**config.mk**
```make
export PLATFORM = sky130hd
export DESIGN_NAME = fft_slave_iter
export DESIGN_NICKNAME = d
export VERILOG_FILES = /design/src/rtl/fft_slave_iter.sv
export SDC_FILE = /design/constraint.sdc
export NUM_CORES = 2
export LEC_CHECK = 0
export CORE_MARGIN = 3
export CORE_UTILIZATION = 60
export DETAILED_ROUTE_END_ITERATION = 8
export GPL_TIMING_DRIVEN = 1
export PLACE_DENSITY = 0.77
export SYNTH_ARGS = -nofsm -noshare
export SYNTH_HDL_FRONTEND = slang
export SYNTH_SLANG_ARGS = --single-unit
```
**constraint.sdc**
```tcl
create_clock -name clk -period 13.4 [get_ports clk]
set_input_delay 2.68 -clock clk [delete_from_list [all_inputs] [get_ports clk]]
set_output_delay 2.68 -clock clk [all_outputs]
set_load 0.01 [all_outputs]
```
**src/rtl/fft_slave_iter.sv**
```systemverilog
// fft_slave_iter
// ---------------------------------------------------------------------------
// Iterative radix-2 decimation-in-time FFT bus slave. It collects N complex
// samples, transforms them in place with one time-shared butterfly, and
// returns N complex bins in natural order.
//
// Bus handshake (sel/ack):
//   The master raises sel and holds it for the whole transaction. The first
//   sel edge in IDLE and the next N-1 edges each capture one s_data_in word.
//   No back-pressure exists on either side. Every cycle ack is high,
//   s_data_out carries one valid bin, bins 0..N-1 in order. When ack is low,
//   s_data_out is forced to zero. Dropping sel before the last bin abandons
//   the transaction on the next edge. After the last bin the block parks in
//   DONE until sel goes low for at least one cycle.
//
// Parameters:
//   LOG2N  log2 of the point count (3 -> 8 points, 4 -> 16 points)
//   DW     width of each real/imag component (12..24)
//   SCALE  1 = arithmetic shift right by one after every stage
//
// Ports:
//   clk         rising-edge clock
//   rst         synchronous active-high reset
//   sel         slave select, held high for a transaction
//   inv         1 = inverse transform, sampled on the first sel edge
//   s_data_in   sample word {re, im}, signed components
//   ack         registered result-valid
//   s_data_out  registered result word {re, im}
//   busy        high from the first captured sample until DONE
//   state_dbg   current FSM state (IDLE=0 LOAD=1 CALC=2 OUT=3 DONE=4)
// ---------------------------------------------------------------------------
module fft_slave_iter #(
  parameter int LOG2N = 3,
  parameter int DW    = 16,
  parameter int SCALE = 0
) (
  input  logic            clk,
  input  logic            rst,
  input  logic            sel,
  input  logic            inv,
  input  logic [2*DW-1:0] s_data_in,
  output logic            ack,
  output logic [2*DW-1:0] s_data_out,
  output logic            busy,
  output logic [2:0]      state_dbg
);

  localparam int N  = 1 << LOG2N;
  // Product width: DW-bit sample times 18-bit twiddle, plus one bit for the
  // sum of two products.
  localparam int PW = DW + 19;

  localparam logic [LOG2N-1:0] LAST_IDX   = '1;
  localparam logic [LOG2N-1:0] LAST_BFLY  = {1'b0, {(LOG2N-1){1'b1}}};
  localparam logic [LOG2N-1:0] ONE_IDX    = {{(LOG2N-1){1'b0}}, 1'b1};
  localparam logic [2:0]       LAST_STAGE = 3'(LOG2N - 1);

  typedef enum logic [2:0] {
    S_IDLE = 3'd0,
    S_LOAD = 3'd1,
    S_CALC = 3'd2,
    S_OUT  = 3'd3,
    S_DONE = 3'd4
  } state_t;

  state_t state;
  state_t state_nx;

  // cnt is the sample index in LOAD, the butterfly index j in CALC and the
  // output bin index in OUT.
  logic [LOG2N-1:0] cnt;
  logic [2:0]       stage;
  logic             inv_r;

  logic signed [DW-1:0] mem_re [N];
  logic signed [DW-1:0] mem_im [N];

  // Butterfly datapath signals
  logic [LOG2N-1:0]     lo_mask;
  logic [LOG2N-1:0]     p_addr;
  logic [LOG2N-1:0]     q_addr;
  logic [2:0]           tw_idx;
  logic signed [17:0]   wr;
  logic signed [17:0]   wi;
  logic signed [17:0]   sin_v;
  logic signed [DW-1:0] xr;
  logic signed [DW-1:0] xi;
  logic signed [DW-1:0] yr;
  logic signed [DW-1:0] yi;
  logic signed [PW-1:0] yr_e;
  logic signed [PW-1:0] yi_e;
  logic signed [PW-1:0] wr_e;
  logic signed [PW-1:0] wi_e;
  logic signed [PW-1:0] pr;
  logic signed [PW-1:0] pi;
  logic signed [DW-1:0] tr;
  logic signed [DW-1:0] ti;
  logic signed [DW-1:0] sum_r;
  logic signed [DW-1:0] sum_i;
  logic signed [DW-1:0] dif_r;
  logic signed [DW-1:0] dif_i;
  logic signed [DW-1:0] ar;
  logic signed [DW-1:0] ai;
  logic signed [DW-1:0] br;
  logic signed [DW-1:0] bi;

  // Bit-reversed load address so the in-place DIT passes yield natural order.
  function automatic logic [LOG2N-1:0] bitrev(input logic [LOG2N-1:0] v);
    logic [LOG2N-1:0] r;
    for (int i = 0; i < LOG2N; i++) begin
      r[i] = v[LOG2N-1-i];
    end
    return r;
  endfunction

  // Q2.16 twiddle table for 16 points; 8 points uses the even entries.
  function automatic logic signed [17:0] tw_cos(input logic [2:0] i);
    case (i)
      3'd0:    return 18'sd65536;
      3'd1:    return 18'sd60547;
      3'd2:    return 18'sd46341;
      3'd3:    return 18'sd25080;
      3'd4:    return 18'sd0;
      3'd5:    return -18'sd25080;
      3'd6:    return -18'sd46341;
      default: return -18'sd60547;
    endcase
  endfunction

  function automatic logic signed [17:0] tw_sin(input logic [2:0] i);
    case (i)
      3'd0:    return 18'sd0;
      3'd1:    return 18'sd25080;
      3'd2:    return 18'sd46341;
      3'd3:    return 18'sd60547;
      3'd4:    return 18'sd65536;
      3'd5:    return 18'sd60547;
      3'd6:    return 18'sd46341;
      default: return 18'sd25080;
    endcase
  endfunction

  // -------------------------------------------------------------------------
  // Next-state logic
  // -------------------------------------------------------------------------
  always_comb begin
    state_nx = state;
    case (state)
      S_IDLE: begin
        if (sel) state_nx = S_LOAD;
      end
      S_LOAD: begin
        if (!sel)                 state_nx = S_IDLE;
        else if (cnt == LAST_IDX) state_nx = S_CALC;
      end
      S_CALC: begin
        if (!sel) state_nx = S_IDLE;
        else if (cnt == LAST_BFLY && stage == LAST_STAGE) state_nx = S_OUT;
      end
      S_OUT: begin
        if (!sel)                 state_nx = S_IDLE;
        else if (cnt == LAST_IDX) state_nx = S_DONE;
      end
      S_DONE: begin
        if (!sel) state_nx = S_IDLE;
      end
      default: state_nx = S_IDLE;
    endcase
  end

  // -------------------------------------------------------------------------
  // State, counters and registered outputs
  // -------------------------------------------------------------------------
  always_ff @(posedge clk) begin
    if (rst) begin
      state      <= S_IDLE;
      cnt        <= '0;
      stage      <= '0;
      inv_r      <= 1'b0;
      ack        <= 1'b0;
      s_data_out <= '0;
      busy       <= 1'b0;
    end else begin
      state      <= state_nx;
      ack        <= 1'b0;
      s_data_out <= '0;
      busy       <= (state_nx == S_LOAD) || (state_nx == S_CALC) ||
                    (state_nx == S_OUT);
      case (state)
        S_IDLE: begin
          if (sel) begin
            inv_r <= inv;
            cnt   <= ONE_IDX;
          end
        end
        S_LOAD: begin
          // Wraps to zero after the last sample, ready for butterfly 0.
          cnt   <= cnt + 1'b1;
          stage <= '0;
        end
        S_CALC: begin
          if (cnt == LAST_BFLY) begin
            cnt   <= '0;
            stage <= stage + 1'b1;
          end else begin
            cnt <= cnt + 1'b1;
          end
        end
        S_OUT: begin
          // Gated by sel so an abort clears the outputs on the same edge.
          ack        <= sel;
          s_data_out <= sel ? {mem_re[cnt], mem_im[cnt]} : '0;
          cnt        <= cnt + 1'b1;
        end
        default: ;
      endcase
    end
  end

  assign state_dbg = state;

  // -------------------------------------------------------------------------
  // Butterfly addressing. p keeps the low s bits of j, inserts a zero at bit
  // s and shifts the rest up; q is p with bit s set (q = p + h).
  // The 16-point twiddle index is (j mod h) << (3 - s) for either size.
  // -------------------------------------------------------------------------
  always_comb begin
    lo_mask = ~({LOG2N{1'b1}} << stage);
    p_addr  = ((cnt & ~lo_mask) << 1) | (cnt & lo_mask);
    q_addr  = p_addr | (ONE_IDX << stage);
    tw_idx  = 3'({3'b000, cnt & lo_mask} << (3'd3 - stage));
  end

  // -------------------------------------------------------------------------
  // Butterfly arithmetic: t = y * W (full precision, floor >>> 16), then
  // a = x + t, b = x - t wrapped to DW bits, optionally halved.
  // -------------------------------------------------------------------------
  always_comb begin
    xr    = mem_re[p_addr];
    xi    = mem_im[p_addr];
    yr    = mem_re[q_addr];
    yi    = mem_im[q_addr];
    wr    = tw_cos(tw_idx);
    sin_v = tw_sin(tw_idx);
    // Forward uses cos - j*sin, inverse uses cos + j*sin.
    wi    = inv_r ? sin_v : -sin_v;

    yr_e  = PW'(yr);
    yi_e  = PW'(yi);
    wr_e  = PW'(wr);
    wi_e  = PW'(wi);
    pr    = yr_e * wr_e - yi_e * wi_e;
    pi    = yr_e * wi_e + yi_e * wr_e;
    tr    = DW'(pr >>> 16);
    ti    = DW'(pi >>> 16);

    sum_r = xr + tr;
    sum_i = xi + ti;
    dif_r = xr - tr;
    dif_i = xi - ti;

    if (SCALE != 0) begin
      ar = sum_r >>> 1;
      ai = sum_i >>> 1;
      br = dif_r >>> 1;
      bi = dif_i >>> 1;
    end else begin
      ar = sum_r;
      ai = sum_i;
      br = dif_r;
      bi = dif_i;
    end
  end

  // -------------------------------------------------------------------------
  // Sample memory: register file, two combinational reads, two writes per
  // cycle. Contents are not reset; every transaction rewrites all N entries
  // before they are read.
  // -------------------------------------------------------------------------
  always_ff @(posedge clk) begin
    if (!rst && sel) begin
      case (state)
        S_IDLE: begin
          mem_re[0] <= s_data_in[2*DW-1:DW];
          mem_im[0] <= s_data_in[DW-1:0];
        end
        S_LOAD: begin
          mem_re[bitrev(cnt)] <= s_data_in[2*DW-1:DW];
          mem_im[bitrev(cnt)] <= s_data_in[DW-1:0];
        end
        S_CALC: begin
          mem_re[p_addr] <= ar;
          mem_im[p_addr] <= ai;
          mem_re[q_addr] <= br;
          mem_im[q_addr] <= bi;
        end
        default: ;
      endcase
    end
  end

endmodule

```
Yosys cells after proc, flatten, opt, wreduce, memory -nomap -nowiden
Memory sizes are Yosys's and may differ from the RTL's. A register that Yosys moved wholly into a read port is not among the register bits.
Index checks and enable logic that the tools add are counted.
- flip-flop bits (word level): 12
- bits in latches: 0
- bits in writable memories: 256
- bits in read-only memories: 0
- bits of input ports: 36
- output and inout bits: 37
- memories: 2
- $add $sub $neg: 10
- multipliers: 4
- div/mod/pow operators: 0
- order comparisons: 0
- eq/ne operators: 18
- shift-type cells: 3
- multiplexer cells: 38
- bitwise logic cells: 8
- reductions and logical operators: 21
- memory list (name ; words ; width ; read ports ; clocked after memory_dff ; wr ports ; line ; RTL):
    mem_im ; 8 ; 16 ; 3 ; 1 ; 2 ; 76 ; logic signed [DW-1:0] mem_im [N];
    mem_re ; 8 ; 16 ; 3 ; 1 ; 2 ; 75 ; logic signed [DW-1:0] mem_re [N];
- operator list (cell ; number):
    multiplier 16 x 18 -> 32 bit ; 4
    case mux 18 bit (7 select lines) ; 1
    case mux 17 bit (4 select lines) ; 1
    2-to-1 mux 16 bit ; 4
    OR reduction 16 bit ; 4
    2-to-1 mux 3 bit ; 15
    adder 16 bit ; 2
    adder 32 bit ; 1
    subtractor 16 bit ; 2
    subtractor 32 bit ; 1
    == test 3 x 2 -> 1 bit (second input constant) ; 8
    2-to-1 mux 18 bit ; 1
    negator 18 bit ; 1
    == test 3 bit (second input constant) ; 5
    case mux 3 bit (5 select lines) ; 1
    2-to-1 mux 1 bit ; 13
    == test 3 x 1 -> 1 bit (second input constant) ; 3
    case mux 3 bit (3 select lines) ; 1
    OR reduction 2 bit ; 4
    adder 3 x 1 -> 3 bit (second input constant) ; 2
    logical NOT 3 bit ; 2
    OR 3 bit ; 2
    case mux 3 bit (2 select lines) ; 1
    AND reduction 2 bit ; 3
    other kinds (16) ; 20

Longest topological paths before layout
- word-level depth: 13
- depth in mapped cells: 55
- mapped depth without buffers: 51

Worst setup path after synthesis
Ideal clock, no wire load.
- path kind: flip-flop to flip-flop
- start point: reg stage[0]
- end point: mem mem_im[0][14], data pin
- arrival: 11.812 ns
- required time: 13.119 ns
- path slack: 1.308 ns
- cell stages (with the launch flop): 49
- path buffers: 7
- clock period less this slack: 12.092 ns
- cells stage by stage: dfxtp_1 buf_2 inv_2 ha_1 buf_2 or2b_4 nand2_4 buf_6 buf_1 clkbuf_1 clkbuf_1 a31oi_1 o221ai_1 clkbuf_1 nor2_1 fa_1 inv_1 fa_1 [... 13 more ...] nor2b_1 a211oi_1 a21boi_1 o31a_1 o41ai_1 xnor2_1 ha_1 o21ai_0 a21oi_1 o21ai_0 a21oi_1 o21ai_0 a21oi_1 o31a_1 o211a_1 or3_1 a31oi_1 mux2i_1
- RTL lines (what ; line ; RTL):
    start: declaration ; 72 ; logic [2:0] stage;
    start signal: assignment ; 204 ; stage <= stage + 1'b1;
    end: declaration ; 76 ;

==> metrics.txt <==
area delta synth->final=8.50%; die width=323 um; fillers=8006; Cells after Synth=6492; Nets=8213; Setup Skew=0.0410 ns; Final Max Tran Viols=0; Worst-path clk slew=0.07 ns; most used cell, CP=fa_1; FMAX=0.0767 GHz; Total Wirelength=218000 um; number of global-route vias before repair=51500; setup violators final=0; initial antenna violation count=9; TritonCTS Buffers=29; worst min path class=register to register; Top FF cell, synth=edfxtp_1; CP Class=register to register; IO buf count=72; area leader, netlist=fa_1; core area=0.0991 mm2; All-Layer GR Usage=42.9%; Seq/Total Area, Yosys=14.2%; wire length of the first global-routing pass=325000 um; Final GP Congestion=1.01; Detailed Route Iter0 Violations=5685; io pins=73; status=finished, final reports clean; vias after detailed routing=48800; largest cells by area after synthesis=fa_1 (39%), edfxtp_1 (13%), inv_1 (9.1%); grt ovf=0; CTS Root Cell=clkbuf_16; most common cell after layout, fill and taps aside=inv_1; clock tree buffer depth=3; layout cells sized above 1=9.59%; Post-Place Setup Slack=-0.00242 ns; worst reg2reg setup slack=0.37 ns; most frequent cells in the layout=inv_1 (1466), fa_1 (1185), nor2_1 (798); number of max-cap violations=0; Die H=323 um; # clock sinks=300; Worst EP required=13.69 ns; DRC errors left=0; VDD IR-drop max=1220 uV; area of the mapped netlist=0.0605 mm2; Leak=31.3 nW; Final WS setup=0.366 ns; ANT nets after route=0; First-pass DRT Iterations=9; Post-DP HPWL=173000 um; Max FO, Critical Path=15; row count=115; Ys Warns=0; CTS tree=yes; Post-synth EDFFs=256; Power Density=175 mW/mm2; min Tclk post-route=13.03 ns; Synth top area share=39.2%; Slew Limit Headroom=21.9%; Post-Syn Area per Cell=9.32 um2; largest net degree at the start of global routing=82; Via density=6.15; Slew @ Worst Pin=1.17 ns; period utilization=97.3%; H-tree Lvls=1; final hold vios=0; ys async rst share=0%; Critical Path AT=13.32 ns; slowest CP cell=mux4_2; die area=0.105 mm2; average wire per standard cell=27.5 um; Mapped Nets=8099; critical path endpoint category=register; Initial Utilization=61.0%; slowest stage delay, CP=0.66 ns; Synth cell types=89; Startpoint Class=register; Core Util, Final=66.2%; clk_lat worst skew=0.60 ns; #FFs+latches synth=300
[per-layer routing]
metal	share of wire (%)	track usage (%)	up-vias	wire [um]
met3	14	11.8	943	29500
met5	0.018	0	-	39
met4	9.4	30.3	6	20500
met1	34	53.7	24000	73100
met2	43	65.1	3546	94700
li1	-	-	20200	-
[Yosys cell counts (all sizes together), types with 82 or more instances]
| master | n |
|---|---|
| nor2 | 805 |
| o21ai | 136 |
| xnor2 | 128 |
| mux4 | 126 |
| fa | 1185 |
| inv | 1471 |
| ha | 386 |
| edfxtp | 256 |
| nand2 | 753 |
| a21oi | 304 |
| clkbuf | 260 |
| mux2i | 82 |
[layout make-up]
type | count | area, um2 | share of cell area (%)
Inverter | 1473 | 5530 | 8.43
Antenna cell | 7 | 17.5 | 0.0267
Clock buffer | 34 | 774 | 1.18
Timing Repair Buffer | 395 | 3300 | 5.03
Multi-Input combinational cell | 4407 | 45600 | 69.5
Tap cell | 1287 | 1610 | 2.45
Clock inverter | 20 | 225 | 0.343
Sequential cell | 300 | 8580 | 13.1
[critical path, delay by kind of cell, from the launching register on]
kind	cells	cell delay [ns]
adders and majority gates	11	5.07
muxes	2	0.77
DFF	1	0.40
and+or+nand+nor	5	1.01
buffers and inverters	13	2.10
xor gates and xnor gates	2	0.24
AOI/OAI and AO/OA	13	3.08
[final timing paths]
| path | from | to | depth (start not counted) |
|---|---|---|---|
| worst min register to register | state_dbg[1]$_SDFF_PP0_ | busy$_SDFF_PP0_ | 1 |
| worst max register to register | stage[0]$_SDFFE_PP0P_ | mem_im[5][15]$_DFFE_PP_ | 46 |
| worst max-delay path | stage[0]$_SDFFE_PP0P_ | mem_im[5][15]$_DFFE_PP_ | 46 |
| worst min-delay path | state_dbg[1]$_SDFF_PP0_ | busy$_SDFF_PP0_ | 1 |
[logic make-up after synthesis]
logic type	after synthesis	synth area share (%)
simple gates	1759	11.7
flops	300	14.2
mux	218	6.25
fa+ha+maj	1571	47.2
buf+inv	1785	11.2
xor+xnor	166	2.48
compound gates	693	7.07
[power by group]
part / leakage [nW] / switching (mW) / internal (mW)
registers: 2.67 / 0.00559 / 1.02
clock network: 0.486 / 0.389 / 0.494
logic: 28.1 / 6.28 / 3.30
[state kept, by name, indices dropped and copies added (netlist names)]
| name | cells |
|---|---|
| ack | 1 |
| busy | 1 |
| cnt | 3 |
| inv_r | 1 |
| mem_im | 128 |
| mem_re | 128 |
| s_data_out | 32 |
| stage | 3 |
| state_dbg | 3 |
[stage by stage]
step                power, mW  TNS (ns)  hold slack [ns]  area [um2]  cells
floorplan                6.90         0            0.646       60500   6492
detailed placement       10.1  -0.00242            0.564       64400   7858
global placement         9.95         0            0.566       64400   7858
finish                   11.5         0            0.579       65600   7923
CTS                      11.1         0            0.582       65500   7912
global route             12.1  -0.00678            0.650       65600   7916
[timing repair]
item                                    4_1_cts  5_1_grt
setup buffers                                 0        4
resized for setup                             3       32
pin swaps                                     0        1
endpoints found under the setup margin       16      101
cloned                                        0        0
hold buffers                                  0        0
Power figures use the tool's default switching activity.
